## config.mk

```make
export PLATFORM = sky130hd
export DESIGN_NAME = control_fsm_legv8
export DESIGN_NICKNAME = d
export VERILOG_FILES = /design/src/rtl/legv8_pkg.sv /design/src/rtl/imm_extend_legv8.sv /design/src/rtl/control_fsm_legv8.sv
export SDC_FILE = /design/constraint.sdc
export NUM_CORES = 1
export LEC_CHECK = 0
export ABC_AREA = 1
export BUFFER_PORTS_ARGS = -buffer_cell sky130_fd_sc_hd__buf_2
export CORE_MARGIN = 5
export CORE_UTILIZATION = 40
export CTS_BUF_LIST = sky130_fd_sc_hd__clkbuf_2 sky130_fd_sc_hd__clkbuf_4 sky130_fd_sc_hd__clkbuf_8
export CTS_CLUSTER_SIZE = 12
export DETAILED_ROUTE_END_ITERATION = 10
export HOLD_SLACK_MARGIN = 0.05
export PLACE_DENSITY = 0.72
export SYNTH_ARGS = -nofsm -noshare
export SYNTH_HDL_FRONTEND = slang
export SYNTH_HIERARCHICAL = 1
export SYNTH_SLANG_ARGS = --single-unit
```

## constraint.sdc

```tcl
create_clock -name clock -period 6.9 [get_ports clock]
set_input_delay 1.725 -clock clock [delete_from_list [all_inputs] [get_ports clock]]
set_output_delay 1.725 -clock clock [all_outputs]
set_load 0.05 [all_outputs]
```

## src/rtl/legv8_pkg.sv

```systemverilog
// rtl/legv8_pkg.sv - shared encodings for the LEGv8 multi-cycle control FSM
package legv8_pkg;

  localparam int CW_W = 30;

  localparam logic [4:0] FS_ADD_C = 5'b01000;
  localparam logic [4:0] FS_SUB_C = 5'b01001;
  localparam logic [4:0] FS_AND_C = 5'b00000;
  localparam logic [4:0] FS_ORR_C = 5'b00100;
  localparam logic [4:0] FS_EOR_C = 5'b01100;

  localparam logic [1:0] PS_HOLD   = 2'b00;
  localparam logic [1:0] PS_INC    = 2'b01;
  localparam logic [1:0] PS_REG    = 2'b10;
  localparam logic [1:0] PS_BRANCH = 2'b11;

  localparam logic [10:0] OPC_ADD  = 11'h458;
  localparam logic [10:0] OPC_ADDS = 11'h558;
  localparam logic [10:0] OPC_SUB  = 11'h658;
  localparam logic [10:0] OPC_SUBS = 11'h758;
  localparam logic [10:0] OPC_AND  = 11'h450;
  localparam logic [10:0] OPC_ORR  = 11'h550;
  localparam logic [10:0] OPC_EOR  = 11'h650;
  localparam logic [10:0] OPC_LDUR = 11'h7C2;
  localparam logic [10:0] OPC_STUR = 11'h7C0;
  localparam logic [10:0] OPC_BR   = 11'h6B0;
  localparam logic [9:0]  OPC_ADDI = 10'h244;
  localparam logic [9:0]  OPC_SUBI = 10'h344;
  localparam logic [9:0]  OPC_ANDI = 10'h248;
  localparam logic [9:0]  OPC_ORRI = 10'h2C8;
  localparam logic [7:0]  OPC_CBZ  = 8'hB4;
  localparam logic [7:0]  OPC_CBNZ = 8'hB5;
  localparam logic [7:0]  OPC_BCND = 8'h54;
  localparam logic [5:0]  OPC_B    = 6'b000101;
  localparam logic [5:0]  OPC_BL   = 6'b100101;

  typedef enum logic [1:0] {
    ST_FETCH   = 2'd0,
    ST_EXECUTE = 2'd1,
    ST_MEM     = 2'd2,
    ST_BRANCH  = 2'd3
  } state_e;

  typedef enum logic [4:0] {
    OP_ILLEGAL, OP_ADD, OP_ADDS, OP_SUB, OP_SUBS, OP_AND, OP_ORR, OP_EOR,
    OP_ADDI, OP_SUBI, OP_ANDI, OP_ORRI, OP_LDUR, OP_STUR,
    OP_B, OP_BL, OP_BR, OP_CBZ, OP_CBNZ, OP_BCOND
  } op_e;

  typedef struct packed {
    logic       en_pc;
    logic       en_mem;
    logic       en_alu;
    logic       pc_sel;
    logic       b_sel;
    logic       sl;
    logic       wm;
    logic       wr;
    logic [1:0] ps;
    logic [4:0] fs;
    logic [4:0] sb;
    logic [4:0] sa;
    logic [4:0] da;
  } ctrl_word_t;

  // Opcode fields overlap by format width, so the shortest opcodes are matched first.
  function automatic op_e decode_op(input logic [10:0] opc);
    op_e op;
    op = OP_ILLEGAL;
    if      (opc[10:5] == OPC_B)    op = OP_B;
    else if (opc[10:5] == OPC_BL)   op = OP_BL;
    else if (opc[10:3] == OPC_BCND) op = OP_BCOND;
    else if (opc[10:3] == OPC_CBZ)  op = OP_CBZ;
    else if (opc[10:3] == OPC_CBNZ) op = OP_CBNZ;
    else if (opc[10:1] == OPC_ADDI) op = OP_ADDI;
    else if (opc[10:1] == OPC_SUBI) op = OP_SUBI;
    else if (opc[10:1] == OPC_ANDI) op = OP_ANDI;
    else if (opc[10:1] == OPC_ORRI) op = OP_ORRI;
    else begin
      case (opc)
        OPC_ADD:  op = OP_ADD;
        OPC_ADDS: op = OP_ADDS;
        OPC_SUB:  op = OP_SUB;
        OPC_SUBS: op = OP_SUBS;
        OPC_AND:  op = OP_AND;
        OPC_ORR:  op = OP_ORR;
        OPC_EOR:  op = OP_EOR;
        OPC_LDUR: op = OP_LDUR;
        OPC_STUR: op = OP_STUR;
        OPC_BR:   op = OP_BR;
        default:  op = OP_ILLEGAL;
      endcase
    end
    return op;
  endfunction

  // flags = {V, C, N, Z}
  function automatic logic cond_taken(input logic [3:0] cond, input logic [3:0] flags);
    logic t;
    case (cond)
      4'h0:    t = flags[0];
      4'h1:    t = !flags[0];
      4'h2:    t = flags[2];
      4'h3:    t = !flags[2];
      4'h4:    t = flags[1];
      4'h5:    t = !flags[1];
      4'hA:    t = (flags[1] == flags[3]);
      4'hB:    t = (flags[1] != flags[3]);
      4'hE:    t = 1'b1;
      default: t = 1'b0;
    endcase
    return t;
  endfunction

endpackage

```

## src/rtl/imm_extend_legv8.sv

```systemverilog
// rtl/imm_extend_legv8.sv - immediate extraction and extension by instruction format
module imm_extend_legv8
  import legv8_pkg::*;
(
  input  logic [31:0] ir_i,
  output logic [63:0] constant_o
);

  op_e op;
  assign op = decode_op(ir_i[31:21]);

  always_comb begin
    constant_o = '0;
    case (op)
      OP_ADDI, OP_SUBI, OP_ANDI, OP_ORRI: constant_o = {52'd0, ir_i[21:10]};
      OP_LDUR, OP_STUR:                   constant_o = {{55{ir_i[20]}}, ir_i[20:12]};
      OP_B, OP_BL:                        constant_o = {{38{ir_i[25]}}, ir_i[25:0]};
      OP_CBZ, OP_CBNZ, OP_BCOND:          constant_o = {{45{ir_i[23]}}, ir_i[23:5]};
      default:                            constant_o = '0;
    endcase
  end

endmodule

```

## src/rtl/control_fsm_legv8.sv

```systemverilog
// rtl/control_fsm_legv8.sv - multi-cycle LEGv8 control unit (fetch/execute/mem/branch)
module control_fsm_legv8
  import legv8_pkg::*;
#(
  parameter logic [4:0] FS_ADD = FS_ADD_C,
  parameter logic [4:0] FS_SUB = FS_SUB_C,
  parameter logic [4:0] FS_AND = FS_AND_C,
  parameter logic [4:0] FS_ORR = FS_ORR_C,
  parameter logic [4:0] FS_EOR = FS_EOR_C
) (
  input  logic            clock,
  input  logic            reset,
  input  logic [31:0]     instruction,
  input  logic [4:0]      status,
  output logic [CW_W-1:0] control_word,
  output logic [63:0]     constant,
  output logic            illegal,
  output logic [1:0]      state
);

  state_e      state_q, state_d;
  logic [31:0] ir_q, ir_d;
  logic        zero_q, zero_d;
  op_e         op;
  ctrl_word_t  cw;
  logic        ill;
  logic [63:0] imm;
  logic [4:0]  rd, rn, rm;

  assign op = decode_op(ir_q[31:21]);
  assign rd = ir_q[4:0];
  assign rn = ir_q[9:5];
  assign rm = ir_q[20:16];

  imm_extend_legv8 u_imm (
    .ir_i       (ir_q),
    .constant_o (imm)
  );

  always_comb begin
    state_d = state_q;
    ir_d    = ir_q;
    zero_d  = zero_q;
    case (state_q)
      ST_FETCH: begin
        ir_d    = instruction;
        state_d = ST_EXECUTE;
      end
      ST_EXECUTE: begin
        state_d = ST_FETCH;
        if (op == OP_LDUR) begin
          state_d = ST_MEM;
        end else if (op == OP_CBZ || op == OP_CBNZ) begin
          state_d = ST_BRANCH;
          zero_d  = status[0];
        end
      end
      default: state_d = ST_FETCH;
    endcase
  end

  always_ff @(posedge clock or posedge reset) begin
    if (reset) begin
      state_q <= ST_FETCH;
      ir_q    <= '0;
      zero_q  <= 1'b0;
    end else begin
      state_q <= state_d;
      ir_q    <= ir_d;
      zero_q  <= zero_d;
    end
  end

  // Outputs never see status[0]; the CB branch decision uses the captured zero_q.
  always_comb begin
    cw  = '0;
    ill = 1'b0;
    case (state_q)
      ST_EXECUTE: begin
        case (op)
          OP_ADD, OP_ADDS, OP_SUB, OP_SUBS, OP_AND, OP_ORR, OP_EOR,
          OP_ADDI, OP_SUBI, OP_ANDI, OP_ORRI: begin
            cw.sa     = rn;
            cw.sb     = rm;
            cw.da     = rd;
            cw.en_alu = 1'b1;
            cw.wr     = 1'b1;
            cw.ps     = PS_INC;
            cw.b_sel  = op inside {OP_ADDI, OP_SUBI, OP_ANDI, OP_ORRI};
            cw.sl     = (op == OP_ADDS) || (op == OP_SUBS);
            case (op)
              OP_SUB, OP_SUBS, OP_SUBI: cw.fs = FS_SUB;
              OP_AND, OP_ANDI:          cw.fs = FS_AND;
              OP_ORR, OP_ORRI:          cw.fs = FS_ORR;
              OP_EOR:                   cw.fs = FS_EOR;
              default:                  cw.fs = FS_ADD;
            endcase
          end
          OP_LDUR: begin
            cw.sa    = rn;
            cw.b_sel = 1'b1;
            cw.fs    = FS_ADD;
            cw.ps    = PS_HOLD;
          end
          OP_STUR: begin
            cw.sa    = rn;
            cw.b_sel = 1'b1;
            cw.fs    = FS_ADD;
            cw.sb    = rd;
            cw.wm    = 1'b1;
            cw.ps    = PS_INC;
          end
          OP_B: begin
            cw.pc_sel = 1'b1;
            cw.ps     = PS_BRANCH;
          end
          OP_BL: begin
            cw.pc_sel = 1'b1;
            cw.ps     = PS_BRANCH;
            cw.en_pc  = 1'b1;
            cw.wr     = 1'b1;
            cw.da     = 5'd30;
          end
          OP_BR: begin
            cw.sa = rn;
            cw.ps = PS_REG;
          end
          OP_CBZ, OP_CBNZ: begin
            cw.sa = 5'd31;
            cw.sb = rd;
            cw.fs = FS_ADD;
            cw.ps = PS_HOLD;
          end
          OP_BCOND: begin
            cw.pc_sel = 1'b1;
            cw.ps     = cond_taken(ir_q[3:0], status[4:1]) ? PS_BRANCH : PS_INC;
          end
          default: begin
            cw.ps = PS_INC;
            ill   = 1'b1;
          end
        endcase
      end
      ST_MEM: begin
        cw.sa     = rn;
        cw.b_sel  = 1'b1;
        cw.fs     = FS_ADD;
        cw.en_mem = 1'b1;
        cw.wr     = 1'b1;
        cw.da     = rd;
        cw.ps     = PS_INC;
      end
      ST_BRANCH: begin
        cw.pc_sel = 1'b1;
        if (op == OP_CBZ) cw.ps = zero_q ? PS_BRANCH : PS_INC;
        else              cw.ps = zero_q ? PS_INC : PS_BRANCH;
      end
      default: cw = '0;
    endcase
  end

  assign control_word = cw;
  assign constant     = (state_q == ST_FETCH) ? 64'd0 : imm;
  assign illegal      = ill;
  assign state        = state_q;

endmodule

```

==> run metrics, run 1 <==
DRC Markers=0; power per cell area=344.6 nW/µm²; CTS tree=built; Crit path required time=5.18 ns; largest family of logic cells by synthesized area=simple AND/OR/NAND/NOR gates; Worst Path Arrival=about 3.6 ns; Max-Cap Viols=0; die area=between 10000 and 15000 µm²; Via density=4.880; endpoints failing hold=0; slew margin rel.=0.4908; Worst-Skew Late Latency=0.29 ns; Setup Crit Path Kind=flop to primary output; CTS clk-pin slew, worst paths=0.08 ns; synthesis-stage register bit count=35; dpl ws=1.974 ns; hold buffers post-CTS=0; Layout fillers=1160; largest net degree at the start of global routing=87; VDD IR max=133.9 µV; Area growth, synth to finish=13.49%; Tmin final=5.321 ns; clk_skew=around 0.0052 ns; Top Ports=136; placed cells=967; outcome=finished, final reports clean; dpl hpwl=just under 10000 µm; Synth Area in Adders=0.01759; remaining antenna violation count=0; sw power=0.001011 W; synthesized area per cell=between 5 and 6 µm²; Initial Util=0.4116; clock share of power=0.117; vias=4758; setup TNS=0 ns; type of origin of the critical path=flop; top cells by area, synth=dfrtp_1, nand2_1, inv_1; unrepaired setup endpoints after global routing=no; P_leak=2.924 nW; WL final=between 10000 and 15000 µm; Synth Area in Compound Gates=0.09381; Placer Congestion=0.9679; hold path start=ir_q[11]; vias in the first global route=about 4300; yosys warns=6; Finish-stage setup viols=0; Sw Ratio=0.6058; Mapped Area=4268 µm²; number of buffers created by CTS=5; post-synthesis mux area share=0.002345; Int Pwr=0.0006579 W; final setup margin=1.579 ns; flop2flop setup slack=4.43 ns; fmax=187.9 MHz; Core ar.=10370 µm²; Yosys top cell area share=0.2052; worst hold stages=2; clk buf depth=2; Gates resized, CTS repair=0; Routed WL per cell=roughly 13 µm; first drt pass iteration count=5; Port Buffer Count=133; Post-Synth Simple-Gate Area=0.4497; Synth area leader=dfrtp_1; Flop pwr share=0.282; ANT cells=0; Die X=approximately 110 µm; worst-path fanout max=9; worst r2r path cells=16; combinational power share=0.601; CTS sink cnt=35; Slew Viols, Final=0; post-synthesis sequential area ratio=0.2052; Netlist cell types=38; global-route wire length before repair=20730 µm; GRT Residual Overflow=0; Slew @ Worst Pin=around 0.76 ns; Iter 0 DRT Violations=407; reg-to-reg critical path startpoint=ir_q[28]; Syn Inst Count=755; H-tree depth=2; worst reg2reg endpoint=state[1]; Worst Hold Class=flop to flop; xor/xnor share of the synthesized area=0.002052; initial antenna violation count=0; share of cells above drive strength 1=0.2169; overall global routing resource usage=0.1935; Layout Cells excl Fill=975; Worst setup EP type=primary output; CTS root buf=clkbuf_8; Layout Nets=883; Final Total Pwr=0.001669 W; Die Y-Extent=113.3 µm; Post-CTS Setup Inserts=0; row cnt=37; hold endpoint=ir_q[11]; Tcrit/Tclk final=0.7712
==> power groups by stage <==
stage          registers, W  logic, W  clock network, W
3_5_place_dp       0.000472  0.000999                 0
2_1_floorplan      0.000427  0.000831                 0
3_3_place_gp       0.000470  0.000998                 0
5_1_grt            0.000489   0.00112          0.000206
4_1_cts            0.000469   0.00100          0.000198
6_report           0.000471   0.00100          0.000195
==> area by class of cell <==
type	count	area (µm²)	area share
clock buffer	5	68.82	0.01421
clock inverter	3	43.79	0.009042
inverter	150	563.0	0.1162
multi-input combinational	510	2434	0.5025
sequential	35	875.8	0.1808
tap	136	170.2	0.03513
timing repair buffer	136	688.2	0.1421
==> through the flow <==
stage | instance area, µm² | util | hold WS [ns]
final | 4843 | 0.4671 | 0.5416
after global routing | 4843 | 0.4671 | 0.5851
after CTS | 4843 | 0.4671 | 0.5440
after detailed placement | 4731 | 0.4562 | 0.5238
after global placement | 4731 | 0.4562 | 0.5289
after floorplan | 4272 | - | 0.4855
==> synthesized netlist by cell type, drive strengths merged <==
| cell type | number |
|---|---|
| a21boi | 1 |
| a21o | 1 |
| a21oi | 26 |
| a22oi | 2 |
| a31oi | 1 |
| a41oi | 1 |
| buf | 46 |
| clkbuf | 15 |
| conb | 1 |
| dfrtp | 35 |
| ha | 6 |
| inv | 150 |
| mux2i | 1 |
| nand2 | 199 |
| nand3 | 60 |
| nand3b | 9 |
| nand4 | 16 |
| nor2 | 127 |
| nor3 | 14 |
| o211ai | 7 |
| o21ai | 32 |
| o21bai | 1 |
| or2 | 3 |
| xnor2 | 1 |
==> logic make-up after synthesis <==
family	Yosys count
AO/OA/AOI/OAI	72
XOR/XNOR	1
adder cells (fa/ha/maj)	6
buffers and inverters	211
flip-flops	35
multiplexers	1
other	1
AND/OR/NAND/NOR	428
==> critical path: stages (launching register included) <==
cell and delay (ns):
dfrtp_1 0.48, inv_1 0.13, nand2_1 0.06, nor2_1 0.25
nand2_1 0.16, nor3_1 0.16, inv_1 0.11, o21ai_0 0.08
nor3_1 0.07, nand4_1 0.07, a21o_1 0.14, ha_1 0.28
inv_1 0.10, nor3_1 0.27, nand3_2 0.11, nand2_1 0.09
nor2_1 0.05, nand3_2 0.08, nand2_2 0.14, o21ai_1 0.18
buf_2 0.28
==> routing by layer <==
layer  share of wire  GRT usage  vias to the layer above  routed length, µm
met5               0          0                        -                  0
met4           0.020    0.04808                        0                255
met3           0.081    0.03583                       25               1038
met2            0.46     0.3175                      190               5901
met1            0.44     0.2628                     2104               5557
li1                -          -                     2439                  -
==> flip-flops by register name (all words and copies together), names as in the netlist <==
| signal | flops |
|---|---|
| ir_q | 32 |
| state | 2 |
| zero_q | 1 |
==> worst max-delay path by stage <==
stage                     startpoint                to  cells past startpoint
after floorplan             ir_q[28]   control_word[1]                     17
after global placement      ir_q[25]   control_word[5]                     19
after detailed placement    ir_q[28]  control_word[12]                     20
after CTS                   ir_q[28]  control_word[12]                     20
after global routing        ir_q[25]   control_word[5]                     19
final                       ir_q[28]  control_word[12]                     20
==> placed cells by master, fill, tap and decap left out, drive strengths merged <==
master and n:
a21boi 1, a21o 1, a21oi 26, a22oi 2
a31oi 1, a41oi 1, buf 136, bufinv 1
clkbuf 5, clkinv 2, conb 2, dfrtp 35
ha 6, inv 150, mux2i 1, nand2 199
nand3 60, nand3b 9, nand4 16, nor2 127
nor3 14, o211ai 7, o21ai 32, o21bai 1
or2 3, xnor2 1
Power figures use the tool's default switching activity.
==> run 2, diff against run 1 <==
- clock period: 6.9 -> 5.1 ns (I/O delays scaled with it)
==> run 2 against run 1 <==
Effect of this change:
- core utilization hardly changed
- cell area hardly changed
- register-to-register slack got worse by 1.7 ns
- via count is 1.3% lower
- clock skew rose by 0.00089 ns
- sequential power increased by 37%
- total power rose by 33%
==> run metrics, run 2 (synthesized netlist as in run 1, its figures left out) <==
worst r2r path cells=16 (unchanged); Port Buffer Count=133 (unchanged); unrepaired setup endpoints after global routing=no; most common cell after layout, fill and taps aside=nand2_1; Area growth, synth to finish=13.57% (about the same); Via density=4.807 (-1.5%); GRT Residual Overflow=0 (unchanged); buffers and inverters on the worst path=4 (unchanged); Initial Util=0.4116 (unchanged); number of buffers created by CTS=5 (unchanged); Slew @ Worst Pin=0.5421 ns (-0.2218 ns); type of origin of the critical path=flop; max reg flops=32 (unchanged); Die Y-Extent=113.3 µm (unchanged); CTS tree=built; largest net degree at the start of global routing=60 (-31%); placed cell area=4746 µm² (+0.32%); CP max stage cell=dfrtp_1; worst-path fanout max=9 (unchanged); delay-heaviest family, CP=simple AND/OR/NAND/NOR gates; Worst Path Arrival=3.37 ns (-0.23 ns); clk buf depth=2 (unchanged); power per cell area=458.0 nW/µm² (+33%); Core ar.=10370 µm² (unchanged); Worst-Skew Late Latency=0.29 ns (about the same); vias in the first global route=4345 (+1.1%); DRC Markers=0 (unchanged); global-route wire length before repair=21110 µm (+1.9%); CTS sink cnt=35 (unchanged); outcome=finished, final reports clean; remaining antenna violation count=0 (unchanged); clk_skew=0.006091 ns (+0.0008921 ns); critical path cell sequence=inv_1, nand2_1, nor2_2, nand2_1, nor3_1, inv_1, o21ai_0, nor3_1, nand4_1, a21o_1, ha_2, inv_1, nor3_1, nand3_2, nand2_1, nor2_1, nand3_2, nand2_2, o21ai_1, buf_2; Layout fillers=1183 (+2.0%); row cnt=37 (unchanged); VDD IR max=168.8 µV (+26%); P_leak=2.911 nW (-0.47%); vias=4696 (-1.3%); Slew Viols, Final=0 (unchanged); Crit path required time=3.83 ns (-1.35 ns); Setup Crit Path Kind=flop to primary output; CTS clk-pin slew, worst paths=0.08 ns (about the same); ANT cells=0 (unchanged); first drt pass iteration count=5 (unchanged); Layout Nets=885 (+0.23%); Top Ports=136 (unchanged); setup TNS=0 ns (unchanged); total area of sequential cells=875.8 µm² (unchanged); slew margin rel.=0.6386 (+0.1479); max incr delay on CP=0.48 ns (about the same); Top reg by flops=ir_q; total stage count of the critical path=20 (unchanged); die area=12840 µm² (unchanged); most frequent cells in the layout=nand2_1, inv_1, buf_2; overall global routing resource usage=0.1970 (+0.003459); dpl hpwl=10080 µm (+1.5%); Die X=113.3 µm (unchanged); endpoints failing hold=0 (unchanged); H-tree depth=2 (unchanged); Placer Congestion=0.9668 (-0.11%); share of cells above drive strength 1=0.2212 (+0.004240); Worst setup EP type=primary output; Worst Hold Class=flop to flop; Final Cell Area=4847 µm² (about the same); Iter 0 DRT Violations=336 (-17%); area of the multi-input gates=2439 µm² (+0.21%); CTS root buf=clkbuf_8; Post-CTS Setup Inserts=0 (unchanged); Tcrit/Tclk final=0.9099; Finish-stage setup viols=0 (unchanged); initial antenna violation count=0 (unchanged); Max-Cap Viols=0 (unchanged); Routed WL per cell=13.00 µm (-0.58%); WL final=12710 µm (-0.38%); Tmin final=between 4 and 5 ns; fmax=215.5 MHz; worst hold stages=2 (unchanged)
==> run 2: final timing paths <==
check / from / end / slack [ns]
worst min register to register: ir_q[11] / ir_q[11] / 0.55
max in group asynchronous: reset / ir_q[9] / 3.70
min in group asynchronous: reset / ir_q[20] / 1.07
worst max register to register: ir_q[28] / state[1] / 2.71
worst min-delay path: ir_q[11] / ir_q[11] / 0.55
worst max-delay path: ir_q[28] / control_word[14] / 0.46
==> run 2: area by class of cell <==
type                       instances  share of cell area
clock buffer                       5             0.01420
sequential                        35              0.1807
inverter                         150              0.1162
timing repair buffer             138              0.1466
clock inverter                     3            0.004130
tap                              136             0.03511
multi-input combinational        510              0.5031
==> run 2: what timing repair did <==
item | 4_1_cts | 5_1_grt
resized for setup | 0 | 5
hold buffers | 0 | 0
setup endpoints to repair | 0 | 19
endpoints found under the hold margin | 0 | 0
==> run 2: power by group <==
part	switching (W)	internal (W)	leakage [nW]
registers	0.000235	0.000410	0.417
logic	0.00102	0.000342	2.45
clock network	0.000114	0.0000952	0.0402
==> run 2: routing by layer <==
metal | vias to the layer above | global-route usage | part of all wire
met5 | - | 0 | 0
met4 | 0 | 0.04888 | 0.017
met3 | 21 | 0.03048 | 0.078
met2 | 199 | 0.3258 | 0.46
met1 | 2038 | 0.2690 | 0.44
li1 | 2438 | - | -
==> run 2: per-stage QoR <==
stage                     hold WS (ns)  setup slack (ns)  std cells  power, W  utilization
after global routing            0.5855           0.04313        977  0.002417       0.4674
after CTS                       0.5516            0.3408        977  0.002214       0.4662
after detailed placement        0.5344            0.6878        969  0.002002       0.4577
after floorplan                 0.4855            0.3819        756  0.001702            -
after global placement          0.5239            0.7014        969  0.001998       0.4577
final                           0.5533            0.4596        977  0.002220       0.4674
==> run 2: tightest hold or removal path, stage by stage, from the launching register on <==
cell,delay [ns]
dfrtp_1,0.40
nand2_1,0.07
nand2_1,0.06
==> run 3, diff against run 2 <==
- CORE_MARGIN: 5 -> 1
- PLACE_DENSITY: 0.72 -> 0.75
- clock period: 5.1 -> 4.2 ns (I/O delays scaled with it)
==> run 3 against run 2 <==
Effect of this change:
- setup slack worse by 0.43 ns
- flip-flop and latch count is the same
- combinational power up 53%
- core utilization rose by 8.1 points
- die area down 14%
- critical path depth shrank 1
- cell area grew 17%
- critical path type unchanged
- via count grew 6.6%
- non-clock buffer count is 23 higher
==> run metrics, run 3 (synthesized netlist as in run 1, its figures left out) <==
die area=11090 µm² (-14%); outcome=finished, final reports clean; largest net degree at the start of global routing=55 (-8.3%); unrepaired setup endpoints after global routing=yes; power per cell area=546.2 nW/µm² (+19%); ANT cells=0 (unchanged); Initial Util=0.4134 (+0.001846); CTS tree=built; Area growth, synth to finish=32.75%; GRT Residual Overflow=0 (unchanged); type of origin of the critical path=flop; Final Cell Area=5665 µm² (+17%); WL final=13310 µm (+4.8%); critical path cell sequence=inv_2, nand2_4, nor2_4, nand2_2, nor3_2, inv_1, o21ai_2, nor3_2, nand4_1, a21o_1, inv_1, ha_2, inv_1, a21oi_2, nor3_4, nand3_2, nand4_1, nor2_2, buf_6; CP dominant cell by count=inv_1; Crit path required time=3.15 ns (-0.68 ns); placed cells=981 (+1.2%); CTS sink cnt=35 (unchanged); Worst setup EP type=primary output; Via density=5.004 (+4.1%); worst-path fanout max=4 (-5); number of buffers created by CTS=5 (unchanged); vias in the first global route=4596 (+5.8%); Port Buffer Count=133 (unchanged); clk buf depth=2 (unchanged); Layout Cells excl Fill=1000 (+2.4%); Die X=105.3 µm (-7.1%); Slew Viols, Final=0 (unchanged); hold endpoint=ir_q[10]; CTS clk-pin slew, worst paths=0.08 ns (about the same); share of cells above drive strength 1=0.3507 (+0.1295); dpl hpwl=10060 µm (-0.15%); Flop pwr share=0.240 (-0.051); clock share of power=0.085 (-0.009); fmax=240.1 MHz; hold path start=ir_q[10]; Iter 0 DRT Violations=396 (+18%); Worst Hold Class=flop to flop; row cnt=37 (unchanged); vias=5004 (+6.6%); Hold WS=0.5639 ns (+0.01057 ns); max incr delay on CP=0.43 ns (-0.05 ns); worst hold stages=2 (unchanged); CP max stage cell=dfrtp_1; initial antenna violation count=0 (unchanged); Max-Cap Viols=0 (unchanged); Layout Nets=908 (+2.6%); overall global routing resource usage=0.2362 (+0.03926); Placer Congestion=0.9437 (-2.4%); endpoints failing hold=0 (unchanged); VDD IR max=336.4 µV (+99%); placed cell area=5152 µm² (+8.6%); Worst Path Arrival=3.12 ns (-0.25 ns); reg-to-reg critical path startpoint=ir_q[22]; Die Y-Extent=105.3 µm (-7.1%); Int Pwr=0.001201 W (+42%); worst r2r path cells=16 (unchanged); max reg flops=32 (unchanged); Finish-stage setup viols=0 (unchanged); Top reg by flops=ir_q; DRC Markers=0 (unchanged); Worst-Skew Late Latency=0.29 ns (about the same); CTS root buf=clkbuf_8; Tcrit/Tclk final=0.9918; flop2flop setup slack=1.93 ns (-0.78 ns); Sw Ratio=0.6117 (-0.006361); Tmin final=4.165 ns; most common cell after layout, fill and taps aside=nand2_1; remaining antenna violation count=0 (unchanged); first drt pass iteration count=5 (unchanged); Layout fillers=1005 (-15%); Setup Crit Path Kind=flop to primary output; clk_skew=0.006408 ns (+0.0003171 ns); Core ar.=10320 µm² (-0.45%); most frequent cells in the layout=nand2_1, inv_1, buf_2; combinational power share=0.675 (+0.060); Routed WL per cell=13.31 µm (+2.3%); P_leak=3.093 nW (+6.2%); sw power=0.001893 W (+38%); worst reg2reg endpoint=state[1]; global-route wire length before repair=21480 µm (+1.7%); H-tree depth=2 (unchanged); Top Ports=136 (unchanged); slew margin rel.=0.2938 (-0.3448); Slew @ Worst Pin=1.058 ns (+0.5160 ns)
-- run 3: changes by cell type in the layout (fill, tap and decap cells not counted), moves of 7 or more --
| cell | delta |
|---|---|
| buf_2 | -19 |
| buf_4 | +26 |
| buf_6 | +17 |
| inv_1 | -7 |
| nand2_1 | -10 |
| nor2_1 | -52 |
| nor2_2 | +10 |
| nor2_4 | +42 |
-- run 3: power groups by stage --
stage                     Clock [W]  Sequential, W  Combinational (W)
after CTS                  0.000265       0.000726            0.00193
after global placement            0       0.000728            0.00188
final                      0.000263       0.000742            0.00209
after detailed placement          0       0.000732            0.00190
after global routing       0.000280       0.000762            0.00229
after floorplan                   0       0.000702            0.00150
-- run 3: worst max path at each step --
stage,from,end,slack [ns],cells past startpoint
2_1_floorplan,ir_q[28],control_word[0],-0.01,19
3_3_place_gp,ir_q[26],control_word[13],0.19,20
3_5_place_dp,ir_q[26],control_word[13],0.11,20
4_1_cts,ir_q[26],control_word[15],-0.006,20
5_1_grt,ir_q[22],control_word[13],-0.12,19
6_report,ir_q[22],control_word[17],0.03,19
-- run 3: critical path: cells and delay by family (launching register included) --
kind | cells | cell delay (ns)
AND/OR/NAND/NOR | 10 | 1.17
buffers and inverters | 5 | 0.54
AO/OA/AOI/OAI | 3 | 0.46
adder cells (fa/ha/maj) | 1 | 0.24
flip-flops | 1 | 0.43
-- run 3: area by class of cell --
type	count	area, µm²	share of cell area
sequential	35	879.6	0.1553
clock inverter	2	12.51	0.002208
timing repair buffer	161	1007	0.1778
clock buffer	6	76.32	0.01347
inverter	150	565.5	0.09982
tap	136	170.2	0.03004
multi-input combinational	510	2954	0.5214
-- run 3: stage by stage --
step	setup WS, ns	power [W]	util	setup TNS [ns]
floorplan	-0.01273	0.002200	-	-0.05011
global placement	0.1873	0.002610	0.4991	0
detailed placement	0.1132	0.002632	0.4991	0
CTS	-0.005979	0.002923	0.5159	-0.006075
global route	-0.1215	0.003331	0.5488	-2.026
finish	0.03460	0.003094	0.5488	0
-- run 3: metal layers --
| metal | part of all wire | GRT usage |
|---|---|---|
| met5 | 0 | 0 |
| met4 | 0.020 | 0.08249 |
| met3 | 0.091 | 0.04143 |
| met2 | 0.47 | 0.3938 |
| met1 | 0.42 | 0.3063 |
-- run 3: timing repair --
item	CTS	global route
gates cloned	0	0
endpoints found under the setup margin	21	25
buffers inserted	0	11
hold buffers	0	0
resized for setup	27	85
pin swaps	1	21
